File: src/rtl/mem_access_unit.sv
// mem_access_unit: load/store initiator between the CPU datapath and a
// word-addressed data memory with a combinational read bus.
//
// Parameters
//   N    : data/address width (only 32 supported)
//   WAIT : extra memory wait cycles per access (0..15)
//
// Ports
//   clk       : system clock, rising edge
//   resetn    : asynchronous active-low reset
//   req       : request strobe, sampled only while busy=0
//   op        : {store, unsigned, size[1:0]}; size 00=byte 01=half 10=word 11=reserved
//   addr      : byte address
//   wdata     : store data, right-aligned
//   busy      : unit cannot accept a request this cycle
//   done      : one-cycle completion pulse
//   err       : misaligned/reserved flag, valid with done
//   rdata     : load result, valid with done, held until the next done
//   memwrite  : to memory, 0=none 1=word 2=byte 3=half
//   dataadr   : to memory, registered request address
//   writedata : to memory, registered store data
//   readdata  : from memory, combinational read of word dataadr[N-1:2]
module mem_access_unit #(
  parameter int unsigned N    = 32,
  parameter int unsigned WAIT = 0
) (
  input  logic         clk,
  input  logic         resetn,
  input  logic         req,
  input  logic [3:0]   op,
  input  logic [N-1:0] addr,
  input  logic [N-1:0] wdata,
  output logic         busy,
  output logic         done,
  output logic         err,
  output logic [N-1:0] rdata,
  output logic [1:0]   memwrite,
  output logic [N-1:0] dataadr,
  output logic [N-1:0] writedata,
  input  logic [N-1:0] readdata
);

  localparam int unsigned CW = 4;

  typedef enum logic [1:0] {IDLE, ACCESS, DONE} state_t;

  typedef struct packed {
    logic       store;
    logic       uns;
    logic [1:0] size;
  } op_t;

  state_t         state_q, state_n;
  logic [CW-1:0]  cnt_q, cnt_n;
  op_t            op_q, op_n, op_in;
  logic [N-1:0]   dataadr_n, writedata_n, rdata_n;
  logic           busy_n, done_n, err_n;
  logic [1:0]     memwrite_n;
  logic           bad_req;
  logic [7:0]     byte_sel;
  logic [15:0]    half_sel;
  logic [N-1:0]   load_val;

  assign op_in = op_t'(op);

  // Reserved size or address not aligned to the access size.
  always_comb begin
    bad_req = 1'b0;
    case (op_in.size)
      2'b01:   bad_req = addr[0];
      2'b10:   bad_req = (addr[1:0] != 2'b00);
      2'b11:   bad_req = 1'b1;
      default: bad_req = 1'b0;
    endcase
  end

  // Big-endian lane select and sign/zero extension of the read word.
  always_comb begin
    byte_sel = 8'h00;
    case (dataadr[1:0])
      2'b00:   byte_sel = readdata[31:24];
      2'b01:   byte_sel = readdata[23:16];
      2'b10:   byte_sel = readdata[15:8];
      default: byte_sel = readdata[7:0];
    endcase
    half_sel = dataadr[1] ? readdata[15:0] : readdata[31:16];
    load_val = readdata;
    case (op_q.size)
      2'b00: load_val = op_q.uns ? {{(N-8){1'b0}}, byte_sel}
                                 : {{(N-8){byte_sel[7]}}, byte_sel};
      2'b01: load_val = op_q.uns ? {{(N-16){1'b0}}, half_sel}
                                 : {{(N-16){half_sel[15]}}, half_sel};
      default: load_val = readdata;
    endcase
  end

  // Next-state and next-output logic; outputs are registered from these.
  always_comb begin
    state_n     = state_q;
    cnt_n       = cnt_q;
    op_n        = op_q;
    dataadr_n   = dataadr;
    writedata_n = writedata;
    rdata_n     = rdata;
    err_n       = 1'b0;
    busy_n      = 1'b0;
    done_n      = 1'b0;
    memwrite_n  = 2'd0;

    case (state_q)
      IDLE, DONE: begin
        state_n = IDLE;
        if (req) begin
          op_n        = op_in;
          dataadr_n   = addr;
          writedata_n = wdata;
          if (bad_req) begin
            state_n = DONE;
            err_n   = 1'b1;
            rdata_n = '0;
          end else begin
            state_n = ACCESS;
            cnt_n   = CW'(WAIT);
          end
        end
      end
      ACCESS: begin
        if (cnt_q == '0) begin
          state_n = DONE;
          if (!op_q.store) rdata_n = load_val;
        end else begin
          cnt_n = cnt_q - CW'(1);
        end
      end
      default: state_n = IDLE;
    endcase

    busy_n = (state_n == ACCESS);
    done_n = (state_n == DONE);

    // Single write strobe, in the final ACCESS cycle of a store.
    if ((state_n == ACCESS) && (cnt_n == '0) && op_n.store) begin
      case (op_n.size)
        2'b00:   memwrite_n = 2'd2;
        2'b01:   memwrite_n = 2'd3;
        default: memwrite_n = 2'd1;
      endcase
    end
  end

  // State and registered outputs.
  always_ff @(posedge clk or negedge resetn) begin
    if (!resetn) begin
      state_q   <= IDLE;
      cnt_q     <= '0;
      op_q      <= '0;
      dataadr   <= '0;
      writedata <= '0;
      rdata     <= '0;
      busy      <= 1'b0;
      done      <= 1'b0;
      err       <= 1'b0;
      memwrite  <= 2'd0;
    end else begin
      state_q   <= state_n;
      cnt_q     <= cnt_n;
      op_q      <= op_n;
      dataadr   <= dataadr_n;
      writedata <= writedata_n;
      rdata     <= rdata_n;
      busy      <= busy_n;
      done      <= done_n;
      err       <= err_n;
      memwrite  <= memwrite_n;
    end
  end

endmodule
File: config.mk
export PLATFORM = sky130hd
export DESIGN_NAME = mem_access_unit
export DESIGN_NICKNAME = d
export VERILOG_FILES = /design/src/rtl/mem_access_unit.sv
export SDC_FILE = /design/constraint.sdc
export NUM_CORES = 1
export LEC_CHECK = 0
export CAP_MARGIN = 40
export CORE_ASPECT_RATIO = 0.8
export CORE_MARGIN = 2
export CORE_UTILIZATION = 34
export CTS_CLUSTER_SIZE = 14
export DETAILED_ROUTE_END_ITERATION = 12
export GPL_ROUTABILITY_DRIVEN = 1
export MAX_ROUTING_LAYER = met4
export PLACE_DENSITY = 0.67
export REMOVE_ABC_BUFFERS = 1
export SLEW_MARGIN = 10
export SYNTH_ARGS = -nofsm -noshare
export SYNTH_HDL_FRONTEND = slang
export SYNTH_SLANG_ARGS = --single-unit
File: constraint.sdc
create_clock -name clk -period 4.7 [get_ports clk]
set_input_delay 0.705 -clock clk [delete_from_list [all_inputs] [get_ports clk]]
set_output_delay 0.705 -clock clk [all_outputs]
set_load 0.01 [all_outputs]
After elaboration in Yosys (flattened, before gate mapping):

Index checks and enable logic that the tools add are counted.

* input port bits: 103
* register bits: 111
* logic and storage cells: 67

* add/subtract/negate cells: 1
* reduce and logical (&&, ||, !) cells: 13
* equal/unequal tests: 15
* muxes and demuxes: 26

Operator list (count)
* two-way mux 32 bit: 6
* one-hot mux 32 bit (2 select lines): 2
* one-hot mux 8 bit (3 select lines): 1
* two-way mux 4 bit: 5
* two-way mux 16 bit: 1
* == test 2 x 1 -> 1 bit, second input constant: 6
* == test 2 bit, second input constant: 5
* logical NOT 2 bit: 4
* logical NOT 4 bit: 2
* two-way mux 2 bit: 4
* != test 2 bit, second input constant: 4
* one-hot mux 2 bit (2 select lines): 2
* one-hot mux 4 bit (2 select lines): 1
* AND reduction 5 bit: 1
* nonzero test 2 bit: 2
* subtractor 4 x 1 -> 4 bit, second input constant: 1
* two-way mux 1 bit: 3
* one-hot mux 1 bit (3 select lines): 1
* logical AND 1 bit: 2
* AND reduction 2 bit: 1
* OR reduction 2 bit: 1

Logic depth before layout (Yosys ltp):

* depth after elaboration: 9
* mapped depth: 8
* gate-level depth less buffers: 6

Least setup slack after synthesis:

Ideal clock, no wire load.

* path type: input to register
* from: in req
* to: reg rdata[24]
* setup slack: 2.637 ns
* required time: 4.574 ns
* arrival time: 1.937 ns
* path buffers: 3
* library setup time: 0.126 ns
* stages on the path: 7
* cells stage by stage: nand2b_4 > buf_6 > or3_4 > and2_4 > buf_6 > buf_6 > a221o_1

* word-level cells in the longest chain between the ends: 2

RTL lines
* from (decl): RTL line 29 `input logic req,`
* != test 2 bit (no line)
* AND reduction 5 bit (no line)
* to (signal assigned): RTL line 170 `rdata <= rdata_n;`
* to (decl): RTL line 36 `output logic [N-1:0] rdata,`

Every way passes these cells.
A chain may end at the register's enable or synchronous reset.

Worst setup path after layout:

* from: reg cnt_q[0]
* to: reg rdata[29]

* word-level cells in the longest chain between the ends: 3

RTL lines
* from (decl): RTL line 54 `logic [CW-1:0] cnt_q, cnt_n;`
* from (signal assigned): RTL line 166 `cnt_q <= cnt_n;`
* logical NOT 4 bit: RTL line 128 `if (cnt_q == '0) begin`
* != test 2 bit (no line)
* AND reduction 5 bit (no line)

Every way passes these cells.

==> impl_metrics.env <==
export IMPL_finalPower_mw=4.31
export IMPL_final_min_clock_period_ns=2.74
export IMPL_first_pass_iters=7
export IMPL_skew_ns=0.00943
export IMPL_ys_ff_latch=111
export IMPL_synth_async_sr_flop_share_pct=100
export IMPL_cts_sinks=111
export IMPL_grt_setup_unrepaired="no"
export IMPL_synthesis_area_um2=4780
export IMPL_startpoint_type="flop"
export IMPL_final_common_cell="nand2_1"
export IMPL_viasPerCell=4.96
export IMPL_ctsHoldBuffers=0
export IMPL_final_max_slew_viol_count=0
export IMPL_setup_violations=0
export IMPL_drv_cap=0
export IMPL_syn_inst=501
export IMPL_ys_seq_area_share_pct=58.1
export IMPL_ir_drop_uv=270
export IMPL_critical_path_max_stage_delay_ns=0.90
export IMPL_hold_path_class="primary input to asynchronous set/reset pin"
export IMPL_relSlewSlack_pct=41.3
export IMPL_dp_slack_ns=1.61
export IMPL_cp_max_fo=27
export IMPL_post_dp_cell_area_um2=6940
export IMPL_finalCritPeriodShare_pct=58.3
export IMPL_stdcell_count=871
export IMPL_fillers=1199
export IMPL_antenna_found_initial=0
export IMPL_wl_per_cell_um=16.0
export IMPL_cts_tree="built"
export IMPL_nets=790
export IMPL_placed_cells=855
export IMPL_grt_pass1_wl_um=22000
export IMPL_rows=38
export IMPL_ff_latch_area_um2=2780
export IMPL_drc=0
export IMPL_timing_final_ws_setup_ns=1.96
export IMPL_end_kind="flop"
export IMPL_hpwl_um=10200
export IMPL_numPortBuffers=203
export IMPL_cts_root_buf="clkbuf_16"
export IMPL_first_iter_violations=297
export IMPL_outcome="finished clean"
export IMPL_htreeDepth=3
export IMPL_fin_area_um2=7260
export IMPL_fp_dieH_um=110
export IMPL_first_global_vias=4397
export IMPL_synth_ff_type="dfrtp_1"
export IMPL_yosysWarnings=0
export IMPL_drive_above_1_share_pct=6.51
export IMPL_synth_edf_count=0
export IMPL_multi_input_comb_area_um2=1810
export IMPL_pin_count=204
export IMPL_max_freq_mhz=365
export IMPL_dr_total_vias=4320
export IMPL_worstSkewPairLatency_ns=0.35
export IMPL_critPathSlowestCell="nor4_4"
export IMPL_grt_overflow=0
export IMPL_gp_congestion=0.849
export IMPL_avgSynthCellArea_um2=9.55
export IMPL_grt_max_degree=70
export IMPL_hold_violations=0
export IMPL_yosysUniqueCellTypes=42
export IMPL_diodes=0
export IMPL_die_w_um=137
export IMPL_die_area_um2=15000
export IMPL_post_cts_buffers=0
export IMPL_core_area_um2=13600
export IMPL_detail_route_antenna_nets=0
export IMPL_critPathRequiredTime_ns=4.98
export IMPL_area_growth_pct=51.9
export IMPL_cts_inserted_buffers=9
export IMPL_final_cell_mix="nand2_1 (221), clkdlybuf4s50_1 (202), dfrtp_1 (111)"
export IMPL_criticalPathCategory="flop to flop"
export IMPL_tightest_slew_ns=0.873
export IMPL_finalSetupTns_ns=0
export IMPL_start_util_pct=35.0
export IMPL_routed_wl_um=13900
export IMPL_cts_clk_slew_worst_paths_ns=0.07
export IMPL_clockBufferDepth=2
export IMPL_p_leak_nw=3.44
export IMPL_grtUsageTotal_pct=19.4
export IMPL_arrival_ns=3.02
export IMPL_power_per_cell_area_nw_per_um2=594
export IMPL_post_cts_resized=0
export IMPL_path_cells="inv_1 > ha_1 > nor3b_4 > nand3b_2 > nor4_4 > a221o_1"
-- sequential cells by signal, indices dropped and copies added, names as in the netlist, 2 cells and up --
register and cells:
dataadr 32, op_q 4, rdata 32, writedata 32, memwrite 2, cnt_q 4, state_q 2
-- power by group --
part	switching [mW]	internal, mW
clock network	0.357	0.474
logic	0.875	0.975
registers	0.305	1.33
total	1.54	2.78
-- through the flow --
step | utilization (%) | hold slack (ns)
after CTS | 53.2 | 0.189
after detailed placement | 50.8 | 0.462
after global placement | 50.6 | 0.456
final | 53.2 | 0.192
after floorplan | - | 0.409
after global routing | 53.2 | 0.184
-- final timing paths --
kind	from	to	slack, ns	cells after the start
max in group asynchronous	resetn	dataadr[4]	3.72	2
setup reg to reg	cnt_q[0]	rdata[29]	1.96	6
min in group clk	dataadr[26]	dataadr[26]	0.48	2
setup / recovery	cnt_q[0]	rdata[29]	1.96	6
hold reg to reg	dataadr[26]	dataadr[26]	0.48	2
hold / removal	resetn	rdata[12]	0.19	1
-- worst max-delay path: cells and delay by family (launching register included) --
| kind | cells | cell delay (ns) |
|---|---|---|
| flip-flops | 1 | 0.40 |
| adder cells (fa/ha/maj) | 1 | 0.25 |
| buffers and inverters | 1 | 0.09 |
| AO/OA/AOI/OAI | 1 | 0.23 |
| AND/OR/NAND/NOR | 3 | 1.69 |
-- metal layers --
layer	share of wire, %	vias to the layer above	routed length, µm	global-route usage [%]
li1	-	2022	-	-
met1	41	2115	5750	24.6
met2	50	162	6910	31.2
met3	6.9	21	954	4.44
met4	2.1	0	290	5.80
met5	0	-	0	-
-- synthesized netlist by cell type (2+ instances only) --
master,number,share of area [%]
a21boi_0,2,0.31
a21o_1,7,1.1
a21oi_1,4,0.42
a221o_1,16,3.3
a221oi_1,8,1.5
a311oi_1,6,1.1
a31o_2,6,1.1
buf_2,3,0.31
buf_6,4,0.94
clkbuf_1,25,2.0
dfrtp_1,111,58
inv_1,12,0.94
mux2_2,9,2.1
mux2i_1,2,0.42
nand2_1,221,17
nand2b_1,2,0.26
nand3_1,3,0.31
nor2_1,15,1.2
nor2b_1,3,0.39
nor3_1,5,0.52
o21ai_0,13,1.4
o21bai_1,2,0.31
or3_1,3,0.39
-- kinds of logic after synthesis --
group,share of synthesized area [%]
xor gates and xnor gates,0.183
buffers and inverters,4.24
DFF,58.1
muxes,3.01
and+or+nand+nor,22.6
AOI/OAI and AO/OA,11.6
adders and majority gates,0.262
-- layout make-up --
cell class / instances / share of cell area [%]
clock buffers: 9 / 3.10
clock inverters: 7 / 1.40
inverters: 12 / 0.620
multi-input cells: 345 / 24.9
flip-flops and latches: 111 / 38.2
well taps: 180 / 3.10
repair buffers: 207 / 28.6
Power figures use the tool's default switching activity.
